<file path="config.mk">
export PLATFORM = sky130hd
export DESIGN_NAME = dram_burst_ctrl
export DESIGN_NICKNAME = d
export VERILOG_FILES = /design/src/rtl/dram_burst_ctrl_pkg.sv /design/src/rtl/dram_burst_ctrl_line_buf.sv /design/src/rtl/dram_burst_ctrl.sv
export SDC_FILE = /design/constraint.sdc
export NUM_CORES = 1
export LEC_CHECK = 0
export CELL_PAD_IN_SITES_DETAIL_PLACEMENT = 0
export CELL_PAD_IN_SITES_GLOBAL_PLACEMENT = 2
export CORE_MARGIN = 2
export CORE_UTILIZATION = 28
export DETAILED_ROUTE_END_ITERATION = 16
export PLACE_DENSITY_LB_ADDON = 0.1
export SLEW_MARGIN = 15
export SYNTH_ARGS = -nofsm -noshare
export SYNTH_HDL_FRONTEND = slang
export SYNTH_SLANG_ARGS = --single-unit
</file>
<file path="constraint.sdc">
create_clock -name clk -period 3 [get_ports clk]
set_input_delay 0.9 -clock clk [delete_from_list [all_inputs] [get_ports clk]]
set_output_delay 0.9 -clock clk [all_outputs]
set_load 0.01 [all_outputs]
</file>
<file path="src/rtl/dram_burst_ctrl_pkg.sv">
// dram_burst_ctrl_pkg: shared FSM state type and default geometry for the DRAM burst controller
package dram_burst_ctrl_pkg;
  typedef enum logic [1:0] {IDLE, ISSUE, XFER, RESP} state_t;
  localparam int DEF_ADDR_W = 16;
  localparam int DEF_BEAT_W = 64;
  localparam int DEF_BURST_LEN = 4;
endpackage

</file>
<file path="src/rtl/dram_burst_ctrl_line_buf.sv">
// burst_line_buf: beat-indexed line register with write-beat mux, read-beat capture and committed read line
module burst_line_buf
  import dram_burst_ctrl_pkg::*;
#(
  parameter int BEAT_W = DEF_BEAT_W,
  parameter int BURST_LEN = DEF_BURST_LEN
) (
  input  logic                        clk,
  input  logic                        rst,
  input  logic                        load,
  input  logic [BURST_LEN*BEAT_W-1:0] load_line,
  input  logic                        we,
  input  logic                        beat,
  input  logic                        commit,
  input  logic [BEAT_W-1:0]           rdata_beat,
  output logic [BEAT_W-1:0]           wdata_beat,
  output logic [BURST_LEN*BEAT_W-1:0] rdata_line
);
  localparam int CW = $clog2(BURST_LEN + 1);
  localparam int IW = BURST_LEN > 1 ? $clog2(BURST_LEN) : 1;
  logic [BURST_LEN-1:0][BEAT_W-1:0] line_q, resp_q;
  logic [BURST_LEN-1:0] filled;
  logic [CW-1:0] cnt;
  logic [IW-1:0] idx;
  logic full, cap;
  assign full = cnt == CW'(BURST_LEN);
  assign idx = full ? IW'(BURST_LEN - 1) : cnt[IW-1:0];
  assign cap = beat && !full && !we;
  assign wdata_beat = line_q[idx];
  assign rdata_line = resp_q;
  always_ff @(posedge clk) begin
    if (rst) begin
      cnt <= '0;
      filled <= '0;
      line_q <= '0;
      resp_q <= '0;
    end else begin
      if (load) begin
        cnt <= '0;
        filled <= '0;
        line_q <= load_line;
      end else if (beat && !full) begin
        cnt <= cnt + 1'b1;
      end
      if (cap) begin
        line_q[idx] <= rdata_beat;
        filled[idx] <= 1'b1;
      end
      if (commit)
        for (int i = 0; i < BURST_LEN; i++)
          if (cap && idx == IW'(i)) resp_q[i] <= rdata_beat;
          else if (filled[i]) resp_q[i] <= line_q[i];
    end
  end
endmodule

</file>
<file path="src/rtl/dram_burst_ctrl.sv">
// dram_burst_ctrl: single-outstanding DRAM row burst controller; define DRAM_BURST_CTRL_TIMEOUT_EN to add the watchdog
module dram_burst_ctrl
  import dram_burst_ctrl_pkg::*;
#(
  parameter int ADDR_W = DEF_ADDR_W,
  parameter int BEAT_W = DEF_BEAT_W,
  parameter int BURST_LEN = DEF_BURST_LEN,
  parameter int TIMEOUT_CYCLES = 1024
) (
  input  logic                        clk,
  input  logic                        rst,
  input  logic                        req_valid,
  output logic                        req_ready,
  input  logic                        req_we,
  input  logic [ADDR_W-1:0]           req_addr,
  input  logic [BURST_LEN*BEAT_W-1:0] req_wdata,
  output logic                        resp_valid,
  output logic [BURST_LEN*BEAT_W-1:0] resp_rdata,
  output logic                        resp_err,
  output logic [ADDR_W-1:0]           dram_addr,
  output logic                        dram_read_en,
  output logic                        dram_write_en,
  output logic [BEAT_W-1:0]           dram_wdata,
  input  logic                        dram_ready,
  input  logic                        dram_complete,
  input  logic [BEAT_W-1:0]           dram_rdata,
  input  logic                        dram_valid
);
  state_t state, nxt;
  logic we_q, accept, to;
  assign accept = req_valid & req_ready;
  assign resp_valid = state == RESP;
  always_comb begin
    nxt = state;
    case (state)
      IDLE:    nxt = accept ? ISSUE : IDLE;
      ISSUE:   nxt = to ? RESP : dram_ready ? XFER : ISSUE;
      XFER:    nxt = (to || dram_complete) ? RESP : XFER;
      default: nxt = IDLE;
    endcase
  end
  always_ff @(posedge clk) begin
    if (rst) begin
      state <= IDLE;
      req_ready <= 1'b0;
      dram_read_en <= 1'b0;
      dram_write_en <= 1'b0;
      dram_addr <= '0;
      we_q <= 1'b0;
    end else begin
      state <= nxt;
      req_ready <= nxt == IDLE;
      dram_read_en <= nxt == XFER && !we_q;
      dram_write_en <= nxt == XFER && we_q;
      if (accept) begin
        dram_addr <= req_addr;
        we_q <= req_we;
      end
    end
  end
`ifdef DRAM_BURST_CTRL_TIMEOUT_EN
  localparam int TW = $clog2(TIMEOUT_CYCLES);
  logic [TW-1:0] tcnt;
  logic err_q;
  assign to = (state == ISSUE || state == XFER) && tcnt == TW'(TIMEOUT_CYCLES - 1);
  assign resp_err = resp_valid & err_q;
  always_ff @(posedge clk) begin
    if (rst || state == IDLE) tcnt <= '0;
    else if (state == ISSUE || state == XFER) tcnt <= tcnt + 1'b1;
    if (rst || accept) err_q <= 1'b0;
    else if (to) err_q <= 1'b1;
  end
`else
  assign to = 1'b0;
  assign resp_err = 1'b0;
`endif
  burst_line_buf #(.BEAT_W(BEAT_W), .BURST_LEN(BURST_LEN)) u_buf (
    .clk        (clk),
    .rst        (rst),
    .load       (accept),
    .load_line  (req_wdata),
    .we         (we_q),
    .beat       (dram_valid && state == XFER),
    .commit     (state == XFER && dram_complete && !to && !we_q),
    .rdata_beat (dram_rdata),
    .wdata_beat (dram_wdata),
    .rdata_line (resp_rdata)
  );
endmodule

</file>
Word-level counts from Yosys, hierarchy flattened
Index checks and enable logic that the tools add are counted.

word-level totals
  input bits = 343
  output and inout port bits = 341
  flip-flop bits (word level) = 541
  word-level logic and storage cells = 81

cells by class
  magnitude comparators = 2
  equality and inequality tests = 8
  add/sub/neg operators = 1
  multiplexer cells = 26
  reduce and logical (&&, ||, !) cells = 26
  bitwise logic cells = 2

operators with widths
  cell                 count
  $mux 256             3
  $mux 64              10
  $bwmux 256           1
  $bmux 64 s2          1
  $demux 64 s2         1
  $logic_and 1x1->1    12
  $mux 4               3
  $eq 2x2->1 const B   5
  $reduce_and 2->1     4
  $reduce_bool 2->1    4
  $logic_not 2->1      3
  $pmux 2 s3           1
  $eq 2x1->1 const B   2
  $mux 2               2
  $or 4x4->4           1
  $add 3x1->3 const B  1
  $eq 3x3->1 const B   1
  $lt 2x3->1 const B   1
  $mux 1               3
  $demux 1 s2          1
  $ge 2x1->1 const B   1
  $logic_not 1->1      2
  $reduce_or 2->1      1
  $and 1x1->1          1

Logic depth before layout (Yosys ltp)
Gate-level depths: netlist (run 1).

  depth after elaboration = 8
  mapped depth = 10
  mapped depth without buffers = 6

Cells and area by module
From an unflattened synthesis (run 1), not the netlist that was laid out.

unflattened totals
  cell total of the unflattened synthesis = 3133
  area, all modules = 29816.1 um^2

modules (own cells, without submodules)
  module           cells each  instances  area an instance (um^2)  seq. area each (um^2)
  burst_line_buf   3029        1          28855.2                  10390.0
  dram_burst_ctrl  104         1          960.9                    440.4

Least setup slack after synthesis (run 1)
Ideal clock, no wire load.

  path type = flip-flop to output port
  start = register u_buf.cnt[0]
  end = output port dram_wdata[0]
  buffers on the path = 3
  required time = 2.100 ns
  cell stages (with the launch flop) = 10
  setup slack = 0.062 ns
  arrival = 2.038 ns
  path through = dfxtp_1 -> clkbuf_1 -> inv_1 -> ha_1 -> a21o_1 -> nand2b_1 -> clkbuf_1 -> clkbuf_1 -> o22ai_1 -> a31oi_1

on the way
  longest elaborated chain between the ends = 4

ends and longest elaborated chain
  what                               line                            RTL
  from (decl)                        dram_burst_ctrl_line_buf.sv:23  logic [CW-1:0] cnt;
  from (signal assigned)             dram_burst_ctrl_line_buf.sv:43  cnt <= cnt + 1'b1;
  $eq 3x3->1                         dram_burst_ctrl_line_buf.sv:26  assign full = cnt == CW'(BURST_LEN);
  $mux 2 (*)                         dram_burst_ctrl_line_buf.sv:27  assign idx = full ? IW'(BURST_LEN - 1) : cnt[IW-1:0];
  $bmux 64 s2 (*)                    dram_burst_ctrl_line_buf.sv:29  assign wdata_beat = line_q[idx];
  $mux 64 (implied by the code) (*)  dram_burst_ctrl_line_buf.sv:29
  to (decl)                          dram_burst_ctrl.sv:23           output logic [BEAT_W-1:0] dram_wdata,

Every way passes the cells marked *; elsewhere a longest branch is shown, timed or not. The select of a mux whose other input is x is not followed.

Worst setup path after layout (run 1)
  start = register u_buf.cnt[0]
  end = output port dram_wdata[21]

The elaborated chain is that of the path after synthesis.

==> results of run 1 <==
## metrics by stage
| stage | util | cell area (um^2) |
|---|---|---|
| after floorplan | - | 25600 |
| after global placement | 0.376 | 34000 |
| after detailed placement | 0.376 | 34000 |
| after CTS | 0.411 | 37100 |
| after global routing | 0.419 | 37800 |
| final | 0.419 | 37800 |
## power by group
part | internal (uW) | total [uW] | switching, uW
registers | 7400 | 7670 | 268
clock network | 5130 | 8600 | 3460
logic | 1020 | 2210 | 1190
total | 13600 | 18500 | 4920
## worst paths after layout
check                             startpoint                     to  slack [ns]  cells past startpoint
worst max register to register  u_buf.cnt[0]  u_buf.rdata_line[204]        0.65                     11
worst min-delay path            dram_addr[2]           dram_addr[2]        0.45                      2
worst min register to register  dram_addr[2]           dram_addr[2]        0.45                      2
worst max-delay path            u_buf.cnt[0]         dram_wdata[21]       -0.27                      9
## layout make-up
| type | count | area (um^2) |
|---|---|---|
| fillers | 8904 | 52400 |
| multi-input cells | 2242 | 14300 |
| flip-flops and latches | 541 | 10800 |
| repair buffers | 833 | 8900 |
| clock buffers | 101 | 2030 |
| well taps | 1176 | 1470 |
| clock inverters | 23 | 273 |
| diodes | 7 | 17.5 |
| inverters | 4 | 15.0 |
## worst max-delay path: stages, from the launching register on
cell,delay [ns]
sky130_fd_sc_hd__dfxtp_2,0.34
sky130_fd_sc_hd__inv_2,0.05
sky130_fd_sc_hd__ha_4,0.18
sky130_fd_sc_hd__a21o_4,0.23
sky130_fd_sc_hd__nand2b_4,0.09
sky130_fd_sc_hd__buf_12,0.18
sky130_fd_sc_hd__clkbuf_16,0.20
sky130_fd_sc_hd__o22ai_2,0.07
sky130_fd_sc_hd__a31oi_1,0.21
sky130_fd_sc_hd__buf_2,0.19
## per-layer routing
layer,wire length [um],global-route usage
met3,7810,0.0424
met1,57700,0.354
met4,4180,0.0940
met2,62200,0.438
met5,16,0
## cell families after synthesis
family | Yosys count
adders and majority gates | 4
xor gates and xnor gates | 2
AOI/OAI and AO/OA | 986
other | 1
and+or+nand+nor | 1182
buffers and inverters | 403
muxes | 67
DFF | 541
## sequential cells by signal (all words and copies together), names as in the netlist
register and cells:
we_q 1, dram_write_en 1, u_buf.rdata_line 256, dram_addr 16
dram_read_en 1, u_buf.line_q 256, req_ready 1, u_buf.filled 4
u_buf.cnt 3, state 2
## what timing repair did
action,in CTS,in global routing
setup endpoints to repair,64,65
hold buffers,0,0
cloned,8,4
setup buffers,16,8
pin swaps,32,21
gates resized for setup,405,97
## synth_stat cells (65+ instances only)
master,instances,area [um^2]
sky130_fd_sc_hd__a21oi_1,84,420
sky130_fd_sc_hd__nand3_1,68,340
sky130_fd_sc_hd__nor2_1,261,980
sky130_fd_sc_hd__and2_1,66,413
sky130_fd_sc_hd__a31oi_1,139,870
sky130_fd_sc_hd__nand4_1,65,407
sky130_fd_sc_hd__a311oi_1,256,2240
sky130_fd_sc_hd__buf_2,109,546
sky130_fd_sc_hd__clkbuf_1,243,912
sky130_fd_sc_hd__dfxtp_1,541,10800
sky130_fd_sc_hd__nand2_1,705,2650
sky130_fd_sc_hd__mux2i_1,67,671
sky130_fd_sc_hd__o21ai_0,193,966
==> metrics.md, run 1 <==
| Metric | Value |
|---|---|
| Share of the yosys chip area belonging to registers | `0.423` |
| Count of endpoints failing setup in the final report | `64` |
| Horizontal extent of the die | `306 um` |
| Total standard cell area after synthesis | `25600 um^2` |
| Worst slew margin relative to its limit | `0.487` |
| Final total negative setup slack | `-11.35 ns` |
| Number of warning messages in the yosys log | `0` |
| Critical Path Start Type | `register` |
| Std cell rows | `110` |
| Clock transition at the registers of the reported paths | `0.06 ns` |
| Number of buffers created by CTS | `68` |
| Setup slack at placement | `-0.342 ns` |
| Max frequency | `306 MHz` |
| Share of cells above drive strength 1 | `0.158` |
| Transition time of the tightest slew-check pin | `0.770 ns` |
| Number of synthesized flops with an enable pin | `0` |
| Height of the die | `306 um` |
| Count of maximum capacitance violations | `0` |
| Final period utilization | `1.09` |
| Post-Synthesis Mean Instance Area | `8.03 um^2` |
| Placer Congestion | `0.841` |
| Initial drt markers | `2078` |
| Area share of fa/ha/maj cells after synthesis | `0.00196` |
| Number of detailed-routing iterations run before antenna repair | `6` |
| Aggregate global routing overflow | `0` |
| Floorplan Core Area | `90300 um^2` |
| Vias/cell | `5.56` |
| Unique cell type count in the Yosys netlist | `45` |
| Power per Cell Area | `488 nW/um^2` |
| Synth Area in Simple Gates | `0.192` |
| Commonest cells after routing, fill and taps aside | `sky130_fd_sc_hd__nand2_1, sky130_fd_sc_hd__clkdlybuf4s50_1, sky130_fd_sc_hd__dfxtp_1` |
| Maximum vdd drop | `372 uV` |
| Num ports | `684` |
| Ys flop type | `sky130_fd_sc_hd__dfxtp_1` |
| Violations in the final reports | `setup timing` |
| Routed Antenna Nets | `0` |
| Die ar. | `93800 um^2` |
| Post-route worst hold slack | `0.453 ns` |
| Total Wirelength | `132000 um` |
| Final Max Tran Viols | `0` |
| H-Tree Level Count | `3` |
| Crit Path Class | `reg2out` |
| Total routing usage reported by global routing | `0.267` |
| Fraction of synthesized area in multiplexers | `0.0262` |
| Worst Path Required | `2.10 ns` |
| Number of synthesized register bits | `541` |
| Post-synthesis share of cell area spent on xor and xnor gates | `0.000684` |
| Final instance count without filler cells | `4927` |
| Pin count of the biggest net entering global routing | `120` |
| Initial antenna violation count | `6` |
| Clock sink count | `541` |
| Biggest fanout along the worst timing path | `7` |
| Syn Nets | `3533` |
| Via count | `27400` |
| HPWL after DPL | `88600 um` |
| DRC violation count after routing | `0` |
| Instance count of the mapped netlist | `3186` |
| Type of the tightest min-delay check | `reg2reg` |
| Min setup slack post-route | `-0.268 ns` |
| Kind of end point of the critical path | `output pin` |
| RSZ-0062 raised after global routing | `true` |
| Starting density of the core | `0.283` |
| Cell Count Post-Placement | `4767` |
| Data arrival at the endpoint of the critical path | `2.37 ns` |
| Layout overhead on the synthesized area | `47.9%` |
| Commonest non-fill, non-tap cell in the layout | `sky130_fd_sc_hd__nand2_1` |
| Clock insertion delay at the later pin of the skew report | `0.62 ns` |
| Post-synthesis compound-gate area fraction | `0.284` |
| Largest buffer count on any clock path | `3` |
| Number of global-route vias before repair | `27000` |
| Setup skew after layout | `0.0265 ns` |
| Port buffer count | `682` |
| Leakage power figure | `0.0126 uW` |
| Number of hold violations in the final report | `0` |
| Outcome | `finished, violations left` |
| Root Driver | `sky130_fd_sc_hd__clkbuf_16` |
| Share of synthesized flip-flops with an asynchronous set or reset | `0` |
| TritonCTS clock tree | `yes` |
| Main combinational cell family by area after synthesis | `compound AO/OA/AOI/OAI gates` |
| Wire length of the first global-routing pass | `190000 um` |
| Overall power after layout | `18500 uW` |
| Final min period | `3.27 ns` |
| Wire length per cell | `26.8 um` |
| Nets | `4037` |
Note: power is estimated with default switching activity, not from simulation.
==> inputs of run 2 (changes only) <==
- PLACE_DENSITY_LB_ADDON: 0.1 -> 0.2
==> run 2 against run 1 <==
Compared with the run above:
- the run still ends with setup timing left
- die area did not move
- setup slack got worse by 0.042 ns
- critical path depth increased by 2
- total power fell by 2.6%
- maximum frequency decreased by 1.3%
- via count is 0.24% higher
==> metrics.md, run 2 (synthesis results as in run 1) <==
| Metric | Value |
|---|---|
| Setup skew after layout | `0.0203 ns (-0.00625 ns)` |
| Routed Antenna Nets | `0 (unchanged)` |
| Sequential cell area | `10800 um^2 (unchanged)` |
| Die ar. | `93800 um^2 (unchanged)` |
| Critical Path Start Type | `register` |
| Pin count of the biggest net entering global routing | `136 (+13%)` |
| Launching point of the worst reg2reg path | `u_buf.cnt[1]` |
| Number of buffers created by CTS | `69 (+1.5%)` |
| Transition time of the tightest slew-check pin | `0.767 ns (-0.00211 ns)` |
| Commonest non-fill, non-tap cell in the layout | `sky130_fd_sc_hd__nand2_1` |
| Final instance count without filler cells | `4916 (-0.22%)` |
| Type of the tightest min-delay check | `reg2reg` |
| Worst hold path stage count | `2 (unchanged)` |
| Final Max Tran Viols | `0 (unchanged)` |
| Clock insertion delay at the later pin of the skew report | `0.60 ns (-0.02 ns)` |
| Number of filler instances in the final layout | `8858 (-0.52%)` |
| RSZ-0062 raised after global routing | `true` |
| Port buffer count | `682 (unchanged)` |
| Data arrival at the endpoint of the critical path | `2.41 ns (+0.04 ns)` |
| Power per Cell Area | `479 nW/um^2 (-1.9%)` |
| Worst slew margin relative to its limit | `0.488 (+0.00141)` |
| Comb power frac | `0.121 (about the same)` |
| Kind of end point of the critical path | `output pin` |
| Share of cells above drive strength 1 | `0.156 (-0.00283)` |
| Area of combinational cells with multiple inputs | `14200 um^2 (-0.45%)` |
| Via count | `27500 (+0.24%)` |
| Number of cell instances on the worst register-to-register path | `9 (-2)` |
| Cell internal power dissipation | `13200 uW (-3.0%)` |
| Net Sw Power | `4850 uW (-1.4%)` |
| Cell Count Post-Placement | `4752 (-0.31%)` |
| H-Tree Level Count | `3 (unchanged)` |
| Number of hold violations in the final report | `0 (unchanged)` |
| Layout overhead on the synthesized area | `46.9%` |
| Vias/cell | `5.59 (+0.47%)` |
| Root Driver | `sky130_fd_sc_hd__clkbuf_16` |
| Initial drt markers | `2484 (+20%)` |
| Nets | `4034 (-0.074%)` |
| DRC violation count after routing | `0 (unchanged)` |
| Total routing usage reported by global routing | `0.270 (+0.00272)` |
| Wire length per cell | `27.0 um (+0.70%)` |
| Crit Reg-Reg Endpoint | `u_buf.rdata_line[251]` |
| Horizontal extent of the die | `306 um (unchanged)` |
| Num ports | `684 (unchanged)` |
| Setup slack on the worst flop-to-flop path | `0.79 ns (+0.14 ns)` |
| Final std cell area, no fill | `37600 um^2 (-0.68%)` |
| Outcome | `finished, violations left` |
| Starting density of the core | `0.283 (unchanged)` |
| Initial antenna violation count | `9 (+3)` |
| Clock transition at the registers of the reported paths | `0.06 ns (about the same)` |
| Violations in the final reports | `setup timing` |
| HPWL after DPL | `85100 um (-3.9%)` |
| Floorplan Core Area | `90300 um^2 (unchanged)` |
| Std cell rows | `110 (unchanged)` |
| Wire length of the first global-routing pass | `190000 um (+0.44%)` |
| Number of global-route vias before repair | `27100 (+0.39%)` |
| Biggest fanout along the worst timing path | `6 (-1)` |
| Worst Path Required | `2.10 ns (about the same)` |
| Switching power share of the total | `0.270 (+0.00314)` |
| Sequential group share of total power | `0.425 (+0.010)` |
| Max frequency | `302 MHz (-1.3%)` |
| TritonCTS clock tree | `yes` |
| Final min period | `3.31 ns (+0.0425 ns)` |
| Number of detailed-routing iterations run before antenna repair | `5 (-1)` |
| Total cell area at the placement stage | `33900 um^2 (-0.22%)` |
| Min setup slack post-route | `-0.311 ns (-0.0425 ns)` |
| Maximum vdd drop | `372 uV (about the same)` |
| Aggregate global routing overflow | `0 (unchanged)` |
| Crit Path Class | `reg2out` |
| Worst Hold End | `dram_addr[14]` |
| Total Wirelength | `133000 um (+0.47%)` |
| Count of maximum capacitance violations | `0 (unchanged)` |
| Final period utilization | `1.10 (+0.0142)` |
| Count of endpoints failing setup in the final report | `64 (unchanged)` |
| Clock sink count | `541 (unchanged)` |
| Origin of the worst min-delay path | `dram_addr[14]` |
| Leakage power figure | `0.0125 uW (-1.0%)` |
| Height of the die | `306 um (unchanged)` |
| Placer Congestion | `0.831 (-1.3%)` |
| Commonest cells after routing, fill and taps aside | `sky130_fd_sc_hd__nand2_1, sky130_fd_sc_hd__clkdlybuf4s50_1, sky130_fd_sc_hd__dfxtp_1` |
| Largest buffer count on any clock path | `3 (unchanged)` |
| Fraction of power consumed by the clock network | `0.453 (-0.012)` |
==> run 2: stage by stage <==
| stage | hold WS, ns | setup TNS (ns) | setup WS (ns) | total power (uW) | utilization |
|---|---|---|---|---|---|
| 2_1_floorplan | 0.449 | 0 | 0.0617 | 8590 | - |
| 3_3_place_gp | 0.443 | -6.79 | -0.225 | 9810 | 0.375 |
| 3_5_place_dp | 0.446 | -8.61 | -0.231 | 9820 | 0.375 |
| 4_1_cts | 0.456 | -15.51 | -0.332 | 18100 | 0.410 |
| 5_1_grt | 0.474 | -19.67 | -0.393 | 18600 | 0.416 |
| 6_report | 0.458 | -13.91 | -0.311 | 18000 | 0.416 |
==> run 2: worst max path at each step <==
stage               cells after the start  slack (ns)          from              to
finish                                 11       -0.31  u_buf.cnt[1]   dram_wdata[3]
global route                           11       -0.39  u_buf.cnt[0]   dram_wdata[4]
CTS                                    10       -0.33  u_buf.cnt[1]  dram_wdata[33]
detailed placement                      8       -0.23  u_buf.cnt[0]  dram_wdata[14]
global placement                        8       -0.23  u_buf.cnt[0]  dram_wdata[45]
floorplan                               9        0.06  u_buf.cnt[0]   dram_wdata[0]
==> run 2: area by class of cell <==
| cell class | count | area share |
|---|---|---|
| Sequential cell | 541 | 0.289 |
| Multi-Input combinational cell | 2242 | 0.379 |
| Inverter | 4 | 0.000399 |
| Clock inverter | 13 | 0.00266 |
| Timing Repair Buffer | 829 | 0.235 |
| Antenna cell | 5 | 0.000333 |
| Clock buffer | 106 | 0.0551 |
| Tap cell | 1176 | 0.0392 |
==> run 2: routing by layer <==
layer  routed length (um)  track usage  up-vias
met4                 4690        0.100        4
met5                   26            0        -
met1                56300        0.353    13500
li1                     -            -    12500
met3                 8880       0.0422      205
met2                62700        0.446     1237
==> run 2: power groups by stage <==
stage	registers, uW	clock network [uW]	logic (uW)
floorplan	7690	0	907
global placement	7770	0	2030
detailed placement	7770	0	2050
CTS	7630	8300	2120
global route	7680	8610	2320
finish	7660	8160	2190
==> run 2: worst max-delay path: stages, from the launching register on <==
cell,delay (ns)
sky130_fd_sc_hd__dfxtp_2,0.33
sky130_fd_sc_hd__inv_2,0.05
sky130_fd_sc_hd__ha_4,0.18
sky130_fd_sc_hd__a21oi_4,0.17
sky130_fd_sc_hd__buf_6,0.15
sky130_fd_sc_hd__nand2_8,0.08
sky130_fd_sc_hd__buf_12,0.15
sky130_fd_sc_hd__buf_12,0.14
sky130_fd_sc_hd__buf_12,0.15
sky130_fd_sc_hd__o22ai_4,0.15
sky130_fd_sc_hd__a31oi_1,0.08
sky130_fd_sc_hd__buf_2,0.18
==> run 2: timing repair <==
item	CTS	global route
hold buffers	0	0
pin swaps	30	14
gates resized for setup	399	79
gates cloned	8	4
buffers inserted	24	13
endpoints found under the setup margin	65	65
